[src/rtl/sdf_bfly_stage.sv]
// Radix-2 DIF single-path delay-feedback butterfly stage.
// Ports: clk/rst (async low), in_* beat + flush, out_* beat, ovf, frame_err.
//   in_valid/in_ready/in_start/in_real/in_img : input beat handshake
//   flush                                     : drain stored differences
//   out_valid/out_start/out_last/out_diff     : output beat + framing
//   out_tw_idx                                : twiddle index on diffs
//   out_real/out_img                          : output sample
//   ovf/frame_err                             : sticky status flags
// Macro SDF_BFLY_SCALE_EN: halve every result instead of saturating.
module sdf_bfly_stage #(
   parameter int DW    = 16,
   parameter int LOG2D = 3
) (
   input  logic             clk,
   input  logic             rst,
   input  logic             in_valid,
   output logic             in_ready,
   input  logic             in_start,
   input  logic [DW-1:0]    in_real,
   input  logic [DW-1:0]    in_img,
   input  logic             flush,
   output logic             out_valid,
   output logic             out_start,
   output logic             out_last,
   output logic             out_diff,
   output logic [LOG2D-1:0] out_tw_idx,
   output logic [DW-1:0]    out_real,
   output logic [DW-1:0]    out_img,
   output logic             ovf,
   output logic             frame_err
);

   localparam int D = 1 << LOG2D;

   typedef enum logic [1:0] {FIRST, SECOND, DRAIN} state_t;

   state_t           r_state;
   logic [LOG2D-1:0] r_cnt;
   logic             r_pend;
   logic [2*DW-1:0]  r_dly [D];

   logic             r_out_valid;
   logic             r_out_start;
   logic             r_out_last;
   logic             r_out_diff;
   logic [LOG2D-1:0] r_out_tw;
   logic [DW-1:0]    r_out_re;
   logic [DW-1:0]    r_out_im;
   logic             r_ovf;
   logic             r_ferr;

   // {clip, value}: clamp a DW+1 bit result into DW bits
   function automatic logic [DW:0] f_sat(input logic [DW:0] x);
      if (x[DW] != x[DW-1])
         return {1'b1, x[DW], {(DW-1){~x[DW]}}};
      else
         return {1'b0, x[DW-1:0]};
   endfunction

   function automatic logic [DW:0] f_red(input logic [DW:0] x);
`ifdef SDF_BFLY_SCALE_EN
      logic [DW+1:0] t;
      logic [DW:0]   f;
      t = {x[DW], x} + (DW+2)'(1);
      t = {t[DW+1], t[DW+1:1]};
      // only +2^(DW-1) can exceed range; clamp it silently
      f = f_sat(t[DW:0]);
      return {1'b0, f[DW-1:0]};
`else
      return f_sat(x);
`endif
   endfunction

   logic            w_last;
   logic            w_flush_ok;
   logic            w_acc;
   logic            w_bad0;
   logic            w_restart;
   logic            w_first;
   logic            w_second;
   logic [2*DW-1:0] w_rd;
   logic [DW-1:0]   w_a_re;
   logic [DW-1:0]   w_a_im;
   logic [DW:0]     w_s_re;
   logic [DW:0]     w_s_im;
   logic [DW:0]     w_d_re;
   logic [DW:0]     w_d_im;
   logic [DW:0]     w_rs_re;
   logic [DW:0]     w_rs_im;
   logic [DW:0]     w_rd_re;
   logic [DW:0]     w_rd_im;
   logic            w_clip;
   logic            w_we;
   logic [LOG2D-1:0] w_waddr;
   logic [2*DW-1:0] w_wdata;

   assign w_last = &r_cnt;
   assign w_rd   = r_dly[r_cnt];
   assign w_a_re = w_rd[2*DW-1:DW];
   assign w_a_im = w_rd[DW-1:0];

   assign w_flush_ok = flush && (r_state == FIRST)
                    && (r_cnt == '0) && r_pend;

   // a flush that is taken blocks the beat in the same cycle
   assign in_ready = (r_state != DRAIN) && !w_flush_ok;
   assign w_acc    = in_valid && in_ready;

   assign w_bad0    = w_acc && (r_state == FIRST)
                   && (r_cnt == '0) && !in_start;
   assign w_restart = w_acc && in_start
                   && ((r_state == SECOND) || (r_cnt != '0));
   assign w_first   = w_acc && (r_state == FIRST)
                   && !w_bad0 && !w_restart;
   assign w_second  = w_acc && (r_state == SECOND) && !w_restart;

   assign w_s_re = {w_a_re[DW-1], w_a_re} + {in_real[DW-1], in_real};
   assign w_s_im = {w_a_im[DW-1], w_a_im} + {in_img[DW-1], in_img};
   assign w_d_re = {w_a_re[DW-1], w_a_re} - {in_real[DW-1], in_real};
   assign w_d_im = {w_a_im[DW-1], w_a_im} - {in_img[DW-1], in_img};

   assign w_rs_re = f_red(w_s_re);
   assign w_rs_im = f_red(w_s_im);
   assign w_rd_re = f_red(w_d_re);
   assign w_rd_im = f_red(w_d_im);

   assign w_clip = w_rs_re[DW] | w_rs_im[DW]
                 | w_rd_re[DW] | w_rd_im[DW];

   assign w_we    = w_first | w_restart | w_second;
   assign w_waddr = w_restart ? '0 : r_cnt;
   assign w_wdata = w_second
                  ? {w_rd_re[DW-1:0], w_rd_im[DW-1:0]}
                  : {in_real, in_img};

   // delay line needs no reset: stale words are never emitted
   always_ff @(posedge clk) begin
      if (w_we)
         r_dly[w_waddr] <= w_wdata;
   end

   always_ff @(posedge clk or negedge rst) begin
      if (!rst) begin
         r_state     <= FIRST;
         r_cnt       <= '0;
         r_pend      <= 1'b0;
         r_out_valid <= 1'b0;
         r_out_start <= 1'b0;
         r_out_last  <= 1'b0;
         r_out_diff  <= 1'b0;
         r_out_tw    <= '0;
         r_out_re    <= '0;
         r_out_im    <= '0;
         r_ovf       <= 1'b0;
         r_ferr      <= 1'b0;
      end else begin
         r_out_valid <= 1'b0;
         r_out_start <= 1'b0;
         r_out_last  <= 1'b0;
         r_out_diff  <= 1'b0;
         r_out_tw    <= '0;
         r_out_re    <= '0;
         r_out_im    <= '0;
         unique case (1'b1)
            w_flush_ok: begin
               r_state <= DRAIN;
            end
            (r_state == DRAIN): begin
               r_out_valid <= 1'b1;
               r_out_diff  <= 1'b1;
               r_out_tw    <= r_cnt;
               r_out_last  <= w_last;
               r_out_re    <= w_a_re;
               r_out_im    <= w_a_im;
               r_cnt       <= r_cnt + 1'b1;
               if (w_last) begin
                  r_state <= FIRST;
                  r_pend  <= 1'b0;
               end
            end
            w_bad0: begin
               r_ferr <= 1'b1;
            end
            w_restart: begin
               r_ferr  <= 1'b1;
               r_pend  <= 1'b0;
               r_state <= FIRST;
               r_cnt   <= LOG2D'(1);
            end
            w_first: begin
               if (r_pend) begin
                  r_out_valid <= 1'b1;
                  r_out_diff  <= 1'b1;
                  r_out_tw    <= r_cnt;
                  r_out_last  <= w_last;
                  r_out_re    <= w_a_re;
                  r_out_im    <= w_a_im;
               end
               r_cnt <= r_cnt + 1'b1;
               if (w_last) begin
                  r_state <= SECOND;
                  r_pend  <= 1'b0;
               end
            end
            w_second: begin
               r_out_valid <= 1'b1;
               r_out_start <= (r_cnt == '0);
               r_out_re    <= w_rs_re[DW-1:0];
               r_out_im    <= w_rs_im[DW-1:0];
               r_cnt       <= r_cnt + 1'b1;
               if (w_clip)
                  r_ovf <= 1'b1;
               if (w_last) begin
                  r_state <= FIRST;
                  r_pend  <= 1'b1;
               end
            end
            default: ;
         endcase
      end
   end

   assign out_valid  = r_out_valid;
   assign out_start  = r_out_start;
   assign out_last   = r_out_last;
   assign out_diff   = r_out_diff;
   assign out_tw_idx = r_out_tw;
   assign out_real   = r_out_re;
   assign out_img    = r_out_im;
   assign ovf        = r_ovf;
   assign frame_err  = r_ferr;

endmodule

[config.mk]
export PLATFORM = sky130hd
export DESIGN_NAME = sdf_bfly_stage
export DESIGN_NICKNAME = d
export VERILOG_FILES = /design/src/rtl/sdf_bfly_stage.sv
export SDC_FILE = /design/constraint.sdc
export NUM_CORES = 1
export LEC_CHECK = 0
export BUFFER_PORTS_ARGS = -buffer_cell sky130_fd_sc_hd__buf_2
export CAP_MARGIN = 0
export CORE_MARGIN = 2
export CORE_UTILIZATION = 50
export DETAILED_ROUTE_END_ITERATION = 7
export PLACE_DENSITY_LB_ADDON = 0.15
export SLEW_MARGIN = 20
export SYNTH_ARGS = -nofsm -noshare
export SYNTH_HDL_FRONTEND = slang
export SYNTH_SLANG_ARGS = --single-unit
export TNS_END_PERCENT = 5
[constraint.sdc]
create_clock -name clk -period 5.6 [get_ports clk]
set_input_delay 0.28 -clock clk [delete_from_list [all_inputs] [get_ports clk]]
set_output_delay 0.28 -clock clk [all_outputs]
set_load 0.02 [all_outputs]
After elaboration in Yosys (flattened, before gate mapping)
Memories as Yosys holds them, arrays and structs flattened.
Cells that the tools add are included.
{ "totals": {"mem_count": 1, "mem_bits_rw": 256, "regBits": 47, "out_inout_bits": 42, "in_bits": 37} }
{ "classes": {"n_mux": 27, "bitwise_logic": 9, "n_reduce_logical": 33, "eq_ne": 11, "n_addsub": 5} }
{ "mem_list": {"columns": ["name", "depth", "width", "read_ports", "rd_clocked_by_memory_dff", "wr", "line_no", "text"], "rows": [
  ["r_dly", 8, 32, 1, 0, 1, "40", "logic [2*DW-1:0] r_dly [D];"]
]} }
{ "op_table": {"columns": ["op", "n"], "rows": [
  ["16-bit one-hot mux with 3 select lines", 2],
  ["17-bit 2-to-1 mux", 4],
  ["16-bit by 16-bit adder with 17-bit output", 2],
  ["16-bit by 16-bit subtractor with 17-bit output", 2],
  ["16-bit 2-to-1 mux", 2],
  ["32-bit 2-to-1 mux", 1],
  ["1-bit logical AND", 14],
  ["3-bit one-hot mux with 2 select lines", 2],
  ["3-bit AND reduction", 3],
  ["2-bit one-hot mux with 4 select lines", 1],
  ["1-bit 2-to-1 mux", 7],
  ["3-bit 2-to-1 mux", 2],
  ["2-bit inequality test (second input constant)", 3],
  ["1-bit one-hot mux with 2 select lines", 3],
  ["3-bit nonzero test", 2],
  ["2-bit OR reduction", 3],
  ["1-bit bitwise OR", 5],
  ["1-bit logical NOT", 4],
  ["2-bit 2-to-1 mux", 2],
  ["1-bit inequality test", 4],
  ["2-bit by 1-bit inequality test with 1-bit output (second input constant)", 2],
  ["1-bit NOT", 4],
  ["4-bit nonzero test", 1],
  ["3-bit by 1-bit adder with 3-bit output (second input constant)", 1],
  ["9 further kinds", 9]
]} }

Longest topological paths before layout
{ "depth": {"ltp_word": 17, "ltp_mapped": 21} }

Worst setup path before layout
No wires, ideal clock.
{ "synth_timing": {"kind": "reg-to-reg", "from": "register r_cnt[0]", "to": "register r_out_re[0], in the netlist out_real[0]", "arrival_time_ps": 5451, "setup_time_ps": 141, "path_stages_with_launch": 21, "synth_period_minus_slack_ps": 5592, "setup_slack_ps": 8, "path_cell_list": "dfrtp_1 > clkbuf_1 > clkbuf_1 > mux4_2 > mux2_2 > ha_1 > buf_2 > nor3_1 > o21ai_0 > nand3b_1 > a31oi_1 > o41ai_1 > a21oi_1 > o21bai_1 > xnor2_1 > ha_1 > clkbuf_1 > or4b_2 > o21ai_1 > clkbuf_1 > o22ai_1"} }
{ "synth_via": {"elab_chain_cells": 13, "word_cells_on_any_way": 26, "classes_between": "add/sub: 1; eq/ne: 1; mux: 3; bitwise: 1; reduce/logical: 19; memory: 1"} }
{ "synth_lines": {"columns": ["item", "line_no", "text"], "rows": [
  ["start: declaration", "38", "logic [LOG2D-1:0] r_cnt;"],
  ["start signal: assignment", "175", "r_cnt <= r_cnt + 1'b1;"],
  ["start signal: assignment", "199", "r_cnt <= r_cnt + 1'b1;"],
  ["start signal: assignment", "210", "r_cnt <= r_cnt + 1'b1;"],
  ["parallel branches: the longest is 12 deep, another holds memory read 8 x 32 bit", null, null],
  ["16-bit one-hot mux with 3 select lines (*)", "164", "unique case (1'b1)"],
  ["end signal: assignment", "173", "r_out_re <= w_a_re;"],
  ["end signal: assignment", "196", "r_out_re <= w_a_re;"],
  ["end signal: assignment", "208", "r_out_re <= w_rs_re[DW-1:0];"],
  ["end: declaration", "47", "logic [DW-1:0] r_out_re;"]
]} }
Mark *: on every way between the ends.
A chain may end at the register's enable or synchronous reset.

Final worst setup path
Same ends and word-level chain as after synthesis.

==> out/metrics.csv <==
stage,metric,value,unit
pwr,Internal Power,0.00674,W
pwr,Leakage,6.65,nW
sta,final slew viol count,0,
floorplanning,IO Count,79,
synthesis,synth unique cells,99,
layout,antenna cells,0,
route,Avg Vias per Cell,6.06,
pwr,Seq pwr share,0.260,
route,routed wire length,37.2,mm
clock_tree,TritonCTS Sinks,303,
critical_path,Levels on crit path,18,
clock_tree,CTS tree,yes,
route,first-pass iteration count of the detailed router,5,
critical_path,CP max stage cell,dfrtp_4,
synthesis,synth warn,0,
clock_tree,Clock Path Buffers,3,
hold_path,Hold Path Class,input port to flip-flop,
floorplanning,die width,181,um
sta,f_max,193,MHz
clock_tree,Clock Latency Late Sink,550,ps
run_status,status,"complete, no violations",
floorplanning,Die Area,32800,um^2
critical_path,WP data required,6000,ps
critical_path,R2R Path Start,r_cnt[0],
critical_path,critical path peak fanout,12,
critical_path,worst r2r dst,out_real[0],
critical_path,endpoint class of the critical path,flip-flop,
clock_tree,Root Driver,clkbuf_16,
sta,skew final,16.0,ps
route,Wirelength per Cell,22.6,um
route,Vias,9974,
clock_tree,Inserted Clock Buffers,31,
pwr,Switching Share,0.427,
synthesis,number of synthesized flops with an enable pin,256,
global_route,GRT Residual Overflow,0,
critical_path,crit path DAT,5590,ps
layout,Synth-to-Final Area Change,13.1,%
sta,unrepaired setup endpoints after global routing,false,
critical_path,CP endpoint,out_real[0],
clock_tree,# H-tree levels,1,
sta,Final Hold Viols,0,
synthesis,Main synth FF type,edfxtp_1,
critical_path,Top delay family on crit path,simple AND/OR/NAND/NOR gates,
route,drc violations,0,
synthesis,"Seq/Total Area, Yosys",0.565,
sta,setup TNS,0,ps
pwr,Sw Pwr,0.00501,W
route,Detail Route Antenna Nets,0,
critical_path,Max stage delay on crit path,590,ps
place,dpl hpwl,25.3,mm
sta,worst slew pin tran,824,ps
global_route,vias in the first global route,9499,
layout,Final nets,1339,
pwr,pwr dens,662,nW/um^2
synthesis,Syn Nets,1238,
floorplanning,Row Count,64,
synthesis,post-synth top area share,0.490,
pwr,Max VDD drop,0.338,mV
layout,"most common cell after layout, fill and taps aside",edfxtp_1,
global_route,GRT Overall Usage,0.226,
layout,share of layout cells above drive strength 1,0.271,
pwr,share of power burned in combinational logic,0.579,
synthesis,cell accounting for the most synthesized area,edfxtp_1,
global_route,largest net degree at the start of global routing,48,
route,drt initial violations,923,
synthesis,Syn Inst Count,1126,
critical_path,crit path cell chain,buf_4 -> mux4_2 -> mux2i_1 -> inv_1 -> ha_1 -> fa_1 -> nor2b_1 -> o211ai_1 -> nand3_1 -> nand4_1 -> a31oi_1 -> nor4_1 -> a21o_1 -> ha_1 -> or4b_2 -> o21ai_1 -> buf_4 -> o22ai_1,
clock_tree,"CTS clk-pin slew, worst paths",60,ps
synthesis,Syn Std Cell Area,15700,um^2
synthesis,Synth Area per Inst,13.9,um^2
pwr,clock group share of total power,0.160,
sta,Rel. slew slack,0.445,
floorplanning,Core Region,30700,um^2
floorplanning,die boundary height,181,um
place,GP Congestion,0.853,
sta,worst hold slack,161,ps
sta,final setup vio count,0,
layout,most frequent cells in the layout,"edfxtp_1 (256), buf_2 (78), ha_1 (71)",
sta,post-route clock period utilization,0.926,
place,PortBufs,78,
run,MaxCap Viol Count,0,
critical_path,Worst setup SP type,flip-flop,
layout,Finished Core Util,0.577,
sta,post-route minimum period,5190,ps
synthesis,share of flip-flops with an asynchronous set or reset,0.155,
floorplanning,initial core utilization,0.510,
global_route,initial antenna violation count,0,
synthesis,Yosys reg bits,303,
global_route,first-pass GRT wire length,56.9,mm
critical_path,critical setup path kind,flip-flop to flip-flop,
critical_path,reg2reg setup slack,410,ps
critical_path,WP buf/inv,3,
synthesis,top post-synthesis cells by area,"edfxtp_1 (49%), mux4_2 (8.9%), dfrtp_1 (7.5%)",
critical_path,CP startpoint,r_cnt[0],
critical_path,r2r worst-path depth,18,
per-stage QoR:
step	setup WS [ps]	power, W	cells	area (um^2)
finish	413	0.0118	1646	17700
global route	28.4	0.0125	1646	17700
CTS	89.8	0.0117	1645	17700
detailed placement	118	0.00980	1588	16700
global placement	249	0.00978	1588	16700
floorplan	7.79	0.00798	1126	15700
worst min-delay path by stage:
stage	startpoint	to	slack, ps	cells past startpoint
floorplan	rst	frame_err	-20	0
global placement	rst	out_img[4]	420	2
detailed placement	rst	out_img[9]	420	2
CTS	in_start	frame_err	130	3
global route	in_start	frame_err	140	3
finish	in_start	frame_err	160	3
final cells by class:
type | count | area [um^2]
fill | 2402 | 13000
sequential | 303 | 8870
multi-input combinational | 688 | 6350
timing repair buffer | 132 | 840
clock buffer | 40 | 830
tap | 396 | 495
inverter | 71 | 267
clock inverter | 16 | 97.6
sequential cells by signal, summed over array words and instances (netlist names):
signal      cells
frame_err       1
out_diff        1
out_img        16
out_last        1
out_real       16
out_start       1
out_tw_idx      3
out_valid       1
ovf             1
r_cnt           3
r_dly         256
r_pend          1
r_state         2
tightest hold or removal path, delay by kind of cell:
| family | cells | cell delay [ps] |
|---|---|---|
| buf+inv | 1 | 150 |
| compound gates | 1 | 120 |
| simple gates | 1 | 110 |
Yosys cell counts (all sizes together), types with 31 or more instances:
cell,number
xnor2,31
edfxtp,256
a21oi,53
inv,71
nand2,32
mux4,64
clkbuf,36
ha,71
dfrtp,47
nor2,66
mux2,32
o21ai,47
per-layer routing:
metal  track usage  up-vias  wire (um)
met2         0.338      318      16400
met4        0.0387        0        449
met1         0.357     5048      17800
met5             0        -          0
met3        0.0304       32       2550
li1              -     4576          -
timing repair:
item | 4_1_cts | 5_1_grt
hold buffers | 1 | 0
resized for setup | 0 | 14
buffers inserted | 0 | 1
setup endpoints to repair | 0 | 119
hold endpoints to repair | 47 | 0
logic make-up after synthesis:
logic type | Yosys count | share of synthesized area
compound gates | 263 | 0.124
xor+xnor | 40 | 0.0223
fa+ha+maj | 75 | 0.0617
buf+inv | 135 | 0.0383
flops | 303 | 0.565
mux | 101 | 0.118
simple gates | 209 | 0.0706
power by group through the flow:
| stage | sequential, W | clock [W] | combinational, W |
|---|---|---|---|
| finish | 0.00306 | 0.00189 | 0.00681 |
| CTS | 0.00308 | 0.00192 | 0.00673 |
| detailed placement | 0.00312 | 0 | 0.00668 |
| global route | 0.00309 | 0.00202 | 0.00742 |
| global placement | 0.00311 | 0 | 0.00667 |
| floorplan | 0.00312 | 0 | 0.00486 |
(Power assumes the default switching activity.)
